===== src/rtl/sc_charge_sequencer_if.sv =====
// Shared sequencer types and the host/monitor bus.
// Both the master (host side) and slave (sequencer) views are declared here.
package sc_types_pkg;
  typedef enum logic [2:0] {
    IDLE       = 3'd0,
    CHECK_GRID = 3'd1,
    CHARGING   = 3'd2,
    WAIT       = 3'd3,
    FAULT      = 3'd4
  } state_t;

  typedef enum logic [1:0] {
    GRID_NORMAL   = 2'd0,
    GRID_UNSTABLE = 2'd1,
    GRID_CRITICAL = 2'd2
  } grid_state_t;
endpackage

interface sc_charge_sequencer_if;
  logic                     vehicle_present;
  logic                     charge_request;
  sc_types_pkg::grid_state_t grid_state;
  logic                     ml_predict_instability;
  logic                     fault_flag;
  logic [3:0]               fault_code;
  logic                     fault_clear;
  sc_types_pkg::state_t     current_state;
  logic                     charge_enable;
  logic [7:0]               power_level;
  logic [3:0]               latched_fault_code;
  logic [1:0]               retry_count;

  modport master (
    output vehicle_present, charge_request,
    output grid_state, ml_predict_instability,
    output fault_flag, fault_code, fault_clear,
    input  current_state, charge_enable,
    input  power_level, latched_fault_code,
    input  retry_count
  );

  modport slave (
    input  vehicle_present, charge_request,
    input  grid_state, ml_predict_instability,
    input  fault_flag, fault_code, fault_clear,
    output current_state, charge_enable,
    output power_level, latched_fault_code,
    output retry_count
  );
endinterface


===== src/rtl/sc_charge_sequencer.sv =====
// Charging sequencer: qualify grid, ramp power,
// back off on predicted instability, latch faults.
module sc_charge_sequencer
  import sc_types_pkg::*;
#(
  parameter int CHECK_CYCLES = 16,
  parameter int WAIT_TIMEOUT = 1024,
  parameter int MAX_RETRIES  = 3,
  parameter int RAMP_STEP    = 8,
  parameter int PWR_MAX      = 255,
  parameter int PWR_UNSTABLE = 128
) (
  input logic clk,
  input logic reset_n,
  sc_charge_sequencer_if.slave bus
);

  localparam int SW = $clog2(CHECK_CYCLES + 1);
  localparam int TW = $clog2(WAIT_TIMEOUT + 1);
  localparam logic [8:0] RS9 = 9'(RAMP_STEP);
  localparam logic [8:0] PMAX9 = 9'(PWR_MAX);
  localparam logic [8:0] PUNS9 = 9'(PWR_UNSTABLE);
  localparam logic [3:0] CODE_RETRY = 4'b1000;
  localparam logic [3:0] CODE_TMO = 4'b1001;

  state_t        state_q, state_nx;
  logic          en_q, en_nx;
  logic [7:0]    pwr_q, pwr_nx;
  logic [3:0]    code_q, code_nx;
  logic [1:0]    rt_q, rt_nx;
  logic [SW-1:0] stab_q, stab_nx;
  logic [TW-1:0] tmr_q, tmr_nx;

  logic       live;
  logic       qual;
  logic       rt_ok;
  logic       tmo;
  logic [8:0] sum9;
  logic [8:0] tgt9;
  logic [8:0] cur9;

  assign live = bus.vehicle_present
             && bus.charge_request;
  assign qual = (bus.grid_state == GRID_NORMAL)
             && !bus.ml_predict_instability;
  assign rt_ok = 32'(rt_q) < MAX_RETRIES;
  assign tmo = (tmr_q + 1'b1) == TW'(WAIT_TIMEOUT);
  assign cur9 = {1'b0, pwr_q};
  assign sum9 = cur9 + RS9;

  // State and all sequencer registers
  always_ff @(posedge clk or negedge reset_n) begin
    if (!reset_n) begin
      state_q <= IDLE;
      en_q    <= 1'b0;
      pwr_q   <= '0;
      code_q  <= '0;
      rt_q    <= '0;
      stab_q  <= '0;
      tmr_q   <= '0;
    end else begin
      state_q <= state_nx;
      en_q    <= en_nx;
      pwr_q   <= pwr_nx;
      code_q  <= code_nx;
      rt_q    <= rt_nx;
      stab_q  <= stab_nx;
      tmr_q   <= tmr_nx;
    end
  end

  // Next state: fault, then loss of session, then local exits
  always_comb begin
    state_nx = state_q;
    if (state_q != FAULT && bus.fault_flag) begin
      state_nx = FAULT;
    end else if (state_q != FAULT && !live) begin
      state_nx = IDLE;
    end else begin
      case (state_q)
        IDLE: begin
          if (live) state_nx = CHECK_GRID;
        end
        CHECK_GRID: begin
          if (stab_q == SW'(CHECK_CYCLES))
            state_nx = CHARGING;
        end
        CHARGING: begin
          if (bus.ml_predict_instability)
            state_nx = rt_ok ? WAIT : FAULT;
        end
        WAIT: begin
          if (qual) state_nx = CHECK_GRID;
          else if (tmo) state_nx = FAULT;
        end
        FAULT: begin
          if (bus.fault_clear && !bus.fault_flag)
            state_nx = IDLE;
        end
        default: state_nx = IDLE;
      endcase
    end
  end

  // Ramp target; critical grid holds the level
  always_comb begin
    tgt9 = cur9;
    unique case (bus.grid_state)
      GRID_NORMAL:   tgt9 = PMAX9;
      GRID_UNSTABLE: tgt9 = PUNS9;
      default:       tgt9 = cur9;
    endcase
  end

  // Next outputs and counters from the transition
  always_comb begin
    en_nx   = 1'b0;
    pwr_nx  = '0;
    code_nx = code_q;
    rt_nx   = rt_q;
    stab_nx = '0;
    tmr_nx  = '0;
    if (state_nx == FAULT && state_q != FAULT) begin
      if (bus.fault_flag)
        code_nx = bus.fault_code;
      else if (state_q == WAIT)
        code_nx = CODE_TMO;
      else
        code_nx = CODE_RETRY;
    end
    if (state_nx == IDLE)
      rt_nx = '0;
    if (state_q == CHECK_GRID
        && state_nx == CHECK_GRID)
      stab_nx = qual ? stab_q + 1'b1 : '0;
    if (state_nx == CHARGING)
      en_nx = 1'b1;
    if (state_q == CHARGING
        && state_nx == CHARGING) begin
      unique case (1'b1)
        (cur9 < tgt9):
          pwr_nx = (sum9 > tgt9) ? tgt9[7:0]
                                 : sum9[7:0];
        (cur9 > tgt9):
          pwr_nx = tgt9[7:0];
        default:
          pwr_nx = pwr_q;
      endcase
    end
    if (state_q == CHARGING && state_nx == WAIT)
      rt_nx = rt_q + 1'b1;
    if (state_q == WAIT && state_nx == WAIT)
      tmr_nx = tmr_q + 1'b1;
  end

  assign bus.current_state      = state_q;
  assign bus.charge_enable      = en_q;
  assign bus.power_level        = pwr_q;
  assign bus.latched_fault_code = code_q;
  assign bus.retry_count        = rt_q;

endmodule


===== src/flat_wrapper.sv =====
// flat-port wrapper written by rule: the top's interface ports become plain ports
module sc_charge_sequencer_flat import sc_types_pkg::*;
#(
  parameter int CHECK_CYCLES = 16,
  parameter int WAIT_TIMEOUT = 1024,
  parameter int MAX_RETRIES  = 3,
  parameter int RAMP_STEP    = 8,
  parameter int PWR_MAX      = 255,
  parameter int PWR_UNSTABLE = 128
)
  (clk, reset_n, bus_vehicle_present, bus_charge_request, bus_grid_state, bus_ml_predict_instability, bus_fault_flag, bus_fault_code, bus_fault_clear, bus_current_state, bus_charge_enable, bus_power_level, bus_latched_fault_code, bus_retry_count);
  sc_charge_sequencer_if bus_i ();
  input logic clk;
  input logic reset_n;
  input wire logic [$bits(bus_i.vehicle_present)-1:0] bus_vehicle_present;
  input wire logic [$bits(bus_i.charge_request)-1:0] bus_charge_request;
  input wire logic [$bits(bus_i.grid_state)-1:0] bus_grid_state;
  input wire logic [$bits(bus_i.ml_predict_instability)-1:0] bus_ml_predict_instability;
  input wire logic [$bits(bus_i.fault_flag)-1:0] bus_fault_flag;
  input wire logic [$bits(bus_i.fault_code)-1:0] bus_fault_code;
  input wire logic [$bits(bus_i.fault_clear)-1:0] bus_fault_clear;
  output wire logic [$bits(bus_i.current_state)-1:0] bus_current_state;
  output wire logic [$bits(bus_i.charge_enable)-1:0] bus_charge_enable;
  output wire logic [$bits(bus_i.power_level)-1:0] bus_power_level;
  output wire logic [$bits(bus_i.latched_fault_code)-1:0] bus_latched_fault_code;
  output wire logic [$bits(bus_i.retry_count)-1:0] bus_retry_count;
  assign bus_i.vehicle_present = bus_vehicle_present;
  assign bus_i.charge_request = bus_charge_request;
  assign bus_i.grid_state = bus_grid_state;
  assign bus_i.ml_predict_instability = bus_ml_predict_instability;
  assign bus_i.fault_flag = bus_fault_flag;
  assign bus_i.fault_code = bus_fault_code;
  assign bus_i.fault_clear = bus_fault_clear;
  assign bus_current_state = bus_i.current_state;
  assign bus_charge_enable = bus_i.charge_enable;
  assign bus_power_level = bus_i.power_level;
  assign bus_latched_fault_code = bus_i.latched_fault_code;
  assign bus_retry_count = bus_i.retry_count;
  sc_charge_sequencer #(.CHECK_CYCLES(CHECK_CYCLES), .WAIT_TIMEOUT(WAIT_TIMEOUT), .MAX_RETRIES(MAX_RETRIES), .RAMP_STEP(RAMP_STEP), .PWR_MAX(PWR_MAX), .PWR_UNSTABLE(PWR_UNSTABLE)) u_core (.clk(clk), .reset_n(reset_n), .bus(bus_i));
endmodule

===== config.mk =====
export PLATFORM = sky130hd
export DESIGN_NAME = sc_charge_sequencer_flat
export DESIGN_NICKNAME = d
export VERILOG_FILES = /design/src/rtl/sc_charge_sequencer_if.sv /design/src/rtl/sc_charge_sequencer.sv /design/src/flat_wrapper.sv
export SDC_FILE = /design/constraint.sdc
export NUM_CORES = 1
export LEC_CHECK = 0
export ABC_AREA = 0
export CAP_MARGIN = 30
export CORE_ASPECT_RATIO = 0.5
export CORE_UTILIZATION = 40
export CTS_BUF_LIST = sky130_fd_sc_hd__clkbuf_2
export DETAILED_ROUTE_END_ITERATION = 8
export GPL_TIMING_DRIVEN = 0
export PLACE_DENSITY = 0.62
export SYNTH_ARGS = -nofsm -noshare
export SYNTH_HDL_FRONTEND = slang
export SYNTH_SLANG_ARGS = --single-unit

===== constraint.sdc =====
create_clock -name clk -period 2.6 [get_ports clk]
set_input_delay 0.52 -clock clk [delete_from_list [all_inputs] [get_ports clk]]
set_output_delay 0.52 -clock clk [all_outputs]
set_load 0.005 [all_outputs]

==> metrics.txt, run 1 <==
Critical Path RT=2.90 ns; FP Rows=18; Hold Buf Count CTS=0; Worst path slowest cell=dfrtp_2; # setup viols final=8; number of routed nets with antenna violations=0; hold slack final=0.1636 ns; top cells by area, synth=dfrtp_1 38%, ha_1 8.4%, nor2_1 5.0%; CP delay by family, top=compound AO/OA/AOI/OAI gates; Starting Density=43.52%; Placed Area=2663 sq um; Final TNS setup=-0.5958 ns; layout cell share with drive strength beyond 1=22.34%; drt first pass iters=4; most frequent cells in the layout=30 x dfrtp_1, 28 x nor2_1, 27 x clkdlybuf4s50_1, 12 x inv_1, 11 x nand2_1; # port buffers=28; Synth Cell Area=2245 sq um; crit path buf inv count=1; most common cell after layout, fill and taps aside=dfrtp_1; run status=finished with violations; area of all placed cells without fillers=2977 sq um; initial antenna violation count=0; CTS root buf=clkbuf_2; worst-path cell chain=ha_4, nor2b_4, or2_4, ha_4, or3_4, a221o_1, a221o_2, buf_6, o311a_1, nor3_2; Min-Delay Path Class=in2async; Area Overhead vs Synth=32.61%; Critical Path Max Stage Delay=0.49 ns; post-synth top area share=37.90%; diode count=0; post-synth top area cell=dfrtp_1; DRT iter0 DRCs=60; worst skew pair latency=0.39 ns; fin nets=318; htree depth=2; Max Cap Viol=0; Final Max Slew Viols=0; EDFF count, synth=0; Worst-Margin Slew=0.7584 ns; Core ar.=5157 sq um; Finished Layout Cells=361; failing checks=negative setup slack; kind of end point of the critical path=register; clk slew on worst S/H paths=0.20 ns; crit path max fanout=3; Seq/Total Area, Yosys=37.90%; IO Pins=31; vias per cell=5.607; Overall Power=1.053 mW; placed insts=342; TritonCTS Buffers=5; WL final=5.459 mm; Mean Syn Cell Area=9.199 sq um; largest net degree at the start of global routing=35; clock sink count=34; syn_nets=272; Final period util=105.5%; via count=2024; Unique masters post-synth=57; PnR worst setup slack=-0.1440 ns; Yosys reg bits=34; CP startpoint kind=register; # DRC=0; minimum clock period=2.744 ns; GRT Total Usage=19.23%; die area=5933 sq um; fill count=446; Clock Tree Buf Depth=2; unrepaired setup endpoints after global routing=yes; FFs w/ async S/R, synth=100.0%; drt wl/cell=15.12 microns; Static Leak=1.197 nW; Setup Crit Path Kind=reg2reg; pwr/cell area=353.7 nW/um^2; Slew Limit Headroom=49.44%; Main synth FF type=dfrtp_1; cell count after synthesis=244; CTS tree=yes; Core Util, Final=57.71%; CP dominant cell by count=ha_4; first-pass GRT wire length=8.645 mm; Fin. Hold Viols=0; Achievable Freq=0.3644 GHz; gpl congestion=0.8317; die height=54.97 microns; Clock Skews=0.03266 ns; total grt overflow=0; VDD IR max=0.0001572 V; hpwl dp=3.735 mm; width of the die=107.9 microns; vias in the first global route=1839; Ys Warns=0; Arr. time, crit path=3.05 ns; DP Worst Slack=-0.3821 ns
[worst reg2reg max path: cells and delay by family, from the launching register on]
kind            cells  cell delay [ns]
simple gates        4             0.84
flops               1             0.49
buf+inv             1             0.14
fa+ha+maj           2             0.35
compound gates      3             0.85
[cell type report]
class	instances	area [sq um]	area share [%]
Clock inverter	2	8.758	0.2942
Tap cell	70	87.58	2.942
Buffer	7	65.06	2.186
Multi-Input combinational cell	191	1508	50.65
Clock buffer	6	30.03	1.009
Sequential cell	34	855.8	28.75
Inverter	12	45.04	1.513
Timing Repair Buffer	39	376.6	12.65
[cells in the mapped netlist, drive strengths merged, types with 3 or more instances]
| cell | instances |
|---|---|
| xor2 | 6 |
| a31oi | 4 |
| o21ai | 9 |
| nand4 | 4 |
| a211oi | 3 |
| clkbuf | 3 |
| buf | 4 |
| dfrtp | 34 |
| nor2b | 3 |
| nor3 | 3 |
| mux2i | 3 |
| nand2b | 3 |
| and4 | 3 |
| xnor2 | 7 |
| nand3 | 11 |
| nor2 | 30 |
| and3 | 3 |
| and2 | 5 |
| a221o | 3 |
| a21oi | 15 |
| nand2 | 11 |
| mux2 | 3 |
| a21o | 3 |
| a32o | 3 |
| or3 | 7 |
| or2 | 4 |
| inv | 12 |
| ha | 15 |
| nor4 | 3 |
[sequential cells by signal, summed over array words and instances, names as in the netlist]
name,flops
u_core.bus.charge_enable,1
u_core.bus.current_state,3
u_core.bus.latched_fault_code,4
u_core.bus.power_level,8
u_core.bus.retry_count,2
u_core.stab_q,5
u_core.tmr_q,11
[logic make-up (layout without fill, tap and decap cells)]
kind of cell               after synthesis  after routing  share of synthesized area [%]
DFF                                     34             34                          37.90
AOI/OAI and AO/OA                       61             61                          19.68
buffers and inverters                   19             66                          3.623
and+or+nand+nor                         96             96                          22.52
xor gates and xnor gates                13             13                          5.072
muxes                                    6              6                          2.843
adders and majority gates               15             15                          8.361
[metal layers]
| metal | GRT usage (%) | part of all wire (%) |
|---|---|---|
| met5 | 0 | 0 |
| met4 | 7.306 | 1.2 |
| met3 | 3.630 | 2.2 |
| met2 | 33.23 | 47 |
| met1 | 24.67 | 49 |
[power breakdown]
part	switching [mW]	total (mW)	internal, mW
Combinational	0.115	0.241	0.126
Clock	0.185	0.252	0.0661
Sequential	0.0119	0.560	0.548
[timing repair]
item	in CTS	in global routing
setup buffers	8	3
pin swaps	15	19
setup endpoints to repair	8	13
gates resized for setup	17	24
hold endpoints to repair	0	0
[final timing paths]
check | slack (ns) | end | depth (start not counted) | start
min in group clk | 0.42 | u_core.bus.power_level[0]$_DFFE_PN0P_ | 3 | bus_grid_state[0]
min | 0.16 | u_core.tmr_q[7]$_DFF_PN0_ | 1 | reset_n
max | -0.14 | u_core.bus.power_level[4]$_DFFE_PN0P_ | 10 | u_core.bus.power_level[3]$_DFFE_PN0P_
max reg2reg | -0.14 | u_core.bus.power_level[4]$_DFFE_PN0P_ | 10 | u_core.bus.power_level[3]$_DFFE_PN0P_
max in group asynchronous | 1.88 | u_core.bus.power_level[6]$_DFFE_PN0P_ | 1 | reset_n
min reg2reg | 0.51 | u_core.tmr_q[0]$_DFF_PN0_ | 1 | u_core.tmr_q[0]$_DFF_PN0_
Note: power is estimated with default switching activity, not from simulation.
==> run 2: changes to the inputs <==
--- a/config.mk
+++ b/config.mk
@@ -7,12 +7,14 @@
 export LEC_CHECK = 0
 export ABC_AREA = 0
 export CAP_MARGIN = 30
+export CELL_PAD_IN_SITES_DETAIL_PLACEMENT = 0
+export CELL_PAD_IN_SITES_GLOBAL_PLACEMENT = 1
 export CORE_ASPECT_RATIO = 0.5
-export CORE_UTILIZATION = 40
+export CORE_UTILIZATION = 39
 export CTS_BUF_LIST = sky130_fd_sc_hd__clkbuf_2
 export DETAILED_ROUTE_END_ITERATION = 8
 export GPL_TIMING_DRIVEN = 0
-export PLACE_DENSITY = 0.62
+export PLACE_DENSITY = 0.76
 export SYNTH_ARGS = -nofsm -noshare
 export SYNTH_HDL_FRONTEND = slang
 export SYNTH_SLANG_ARGS = --single-unit
==> run 2 against run 1 <==
Against the previous run:
- routed wire length grew 4.7%
- worst hold slack gained 0.017 ns
- core utilization shrank 0.93 points
- largest power group unchanged
- critical path type unchanged
- via count grew 5.4%
- the flow still finishes with violations (negative setup slack)
- combinational power grew 3%
- die area grew 2.5%
- clock skew shrank 0.014 ns
- final cell count grew 4.2%
- fmax grew 0.47%
- non-clock buffer count grew 12
- sequential power is essentially flat
==> metrics.txt, run 2 (synthesis gave the netlist of run 1 again) <==
run status=finished with violations; failing checks=negative setup slack; # setup viols final=8; most common cell after layout, fill and taps aside=dfrtp_1; htree depth=2; # DRC=0; Core Util, Final=56.78%; Area Overhead vs Synth=39.52%; unrepaired setup endpoints after global routing=yes; kind of end point of the critical path=register; crit path max fanout=4; initial antenna violation count=0; Net Switching=0.3101 mW; grt peak-use layer=met2; drt wl/cell=15.21 microns; Core ar.=5515 sq um; DRT iter0 DRCs=85; met3 Usage GRT=4.567%; Setup Crit Path Kind=reg2reg; hpwl dp=3.786 mm; sequential power share=48.7%; width of the die=109.3 microns; number of routed nets with antenna violations=0; WL final=5.718 mm; Clk pwr share=29.7%; drt first pass iters=4; Achievable Freq=0.3662 GHz; Critical Path RT=2.88 ns; TritonCTS Buffers=5; Fin. Hold Viols=0; die area=6081 sq um; sw frac=27.02%; fill count=478; largest net degree at the start of global routing=35; power share of the combinational group=21.7%; Pint=0.8376 mW; most frequent cells in the layout=30 x dfrtp_1, 28 x nor2_1, 27 x clkdlybuf4s50_1, 15 x buf_4, 12 x inv_1; # port buffers=28; fin nets=330; met2 usage=31.54%; FP Rows=19; Arr. time, crit path=3.02 ns; clock sink count=34; Final period util=105.0%; Static Leak=1.270 nW; Overall Power=1.148 mW; pwr/cell area=366.5 nW/um^2; Most flops, register=u_core.tmr_q; total grt overflow=0; CP startpoint kind=register; vias per cell=5.673; clk slew on worst S/H paths=0.18 ns; gpl congestion=0.8329; Worst-Margin Slew=0.7510 ns; Final Max Slew Viols=0; PnR worst setup slack=-0.1310 ns; Starting Density=40.70%; Max Cap Viol=0; IO Pins=31; Register Area=855.8 sq um; diode count=0; die height=55.65 microns; Slew Limit Headroom=49.93%; Hold Buf Count CTS=0; Min-Delay Path Class=in2async; met1 global-route usage=26.89%; worst skew pair latency=0.37 ns; number of flip-flops in the largest register=11; first-pass GRT wire length=9.446 mm; CTS tree=yes; Clock Skews=0.01887 ns; Clock Tree Buf Depth=2; layout cell share with drive strength beyond 1=26.73%; vias in the first global route=2022; VDD IR max=0.0002058 V; multi-input combinational cell area=1531 sq um; CTS root buf=clkbuf_2; minimum clock period=2.731 ns; GRT Total Usage=19.88%; via count=2133
run 2: path summary, 6_finish.rpt:
kind / cells past startpoint / start / to / slack [ns]
hold / removal: 1 / reset_n / u_core.tmr_q[3]$_DFF_PN0_ / 0.18
max in group asynchronous: 1 / reset_n / u_core.bus.power_level[6]$_DFFE_PN0P_ / 1.87
min in group clk: 3 / bus_grid_state[0] / u_core.bus.power_level[0]$_DFFE_PN0P_ / 0.43
setup reg to reg: 10 / u_core.bus.power_level[3]$_DFFE_PN0P_ / u_core.bus.power_level[2]$_DFFE_PN0P_ / -0.13
setup / recovery: 10 / u_core.bus.power_level[3]$_DFFE_PN0P_ / u_core.bus.power_level[2]$_DFFE_PN0P_ / -0.13
hold reg to reg: 1 / u_core.stab_q[0]$_DFF_PN0_ / u_core.stab_q[0]$_DFF_PN0_ / 0.51
run 2: power groups by stage:
stage               Clock (mW)  Combinational (mW)  Sequential (mW)
CTS                      0.354               0.230            0.559
global placement             0               0.206            0.568
finish                   0.341               0.249            0.558
detailed placement           0               0.207            0.569
global route             0.383               0.267            0.562
floorplan                    0               0.115            0.570
run 2: cell type report:
type / count / share of cell area (%)
inverters: 12 / 1.438
clock buffers: 5 / 0.7990
repair buffers: 51 / 15.26
flip-flops and latches: 34 / 27.33
multi-input cells: 191 / 48.90
clock inverters: 3 / 1.278
well taps: 73 / 2.917
plain buffers: 7 / 2.078
run 2: stage by stage:
stage / setup slack, ns / setup TNS (ns) / instances / instance area [sq um] / hold slack (ns)
CTS: -0.1898 / -1.246 / 374 / 3002 / 0.1783
finish: -0.1310 / -0.9120 / 376 / 3132 / 0.1804
detailed placement: -0.4459 / -4.274 / 345 / 2666 / 0.4892
floorplan: -0.1003 / -0.1885 / 244 / 2300 / 0.2244
global route: -0.2137 / -1.472 / 376 / 3132 / 0.1970
global placement: -0.3984 / -3.842 / 345 / 2671 / 0.4775
run 2: critical path, stage by stage (launching register included):
cell and delay (ns):
dfrtp_2 0.48, ha_4 0.16, buf_6 0.10, nand3_4 0.08, xnor2_2 0.16, ha_2 0.19, or3_1 0.35, a221o_1 0.32
a221o_2 0.42, buf_6 0.15, a311oi_2 0.23
run 2: repair_timing:
action / in CTS / in global routing
setup endpoints to repair: 8 / 14
resized for setup: 24 / 26
pin swaps: 15 / 18
setup buffers: 21 / 3
run 2: layer usage:
metal  share of wire [%]  wire [microns]
met5                   0               0
met4                0.93              53
met3                 4.0             226
met2                  50            2847
met1                  45            2591
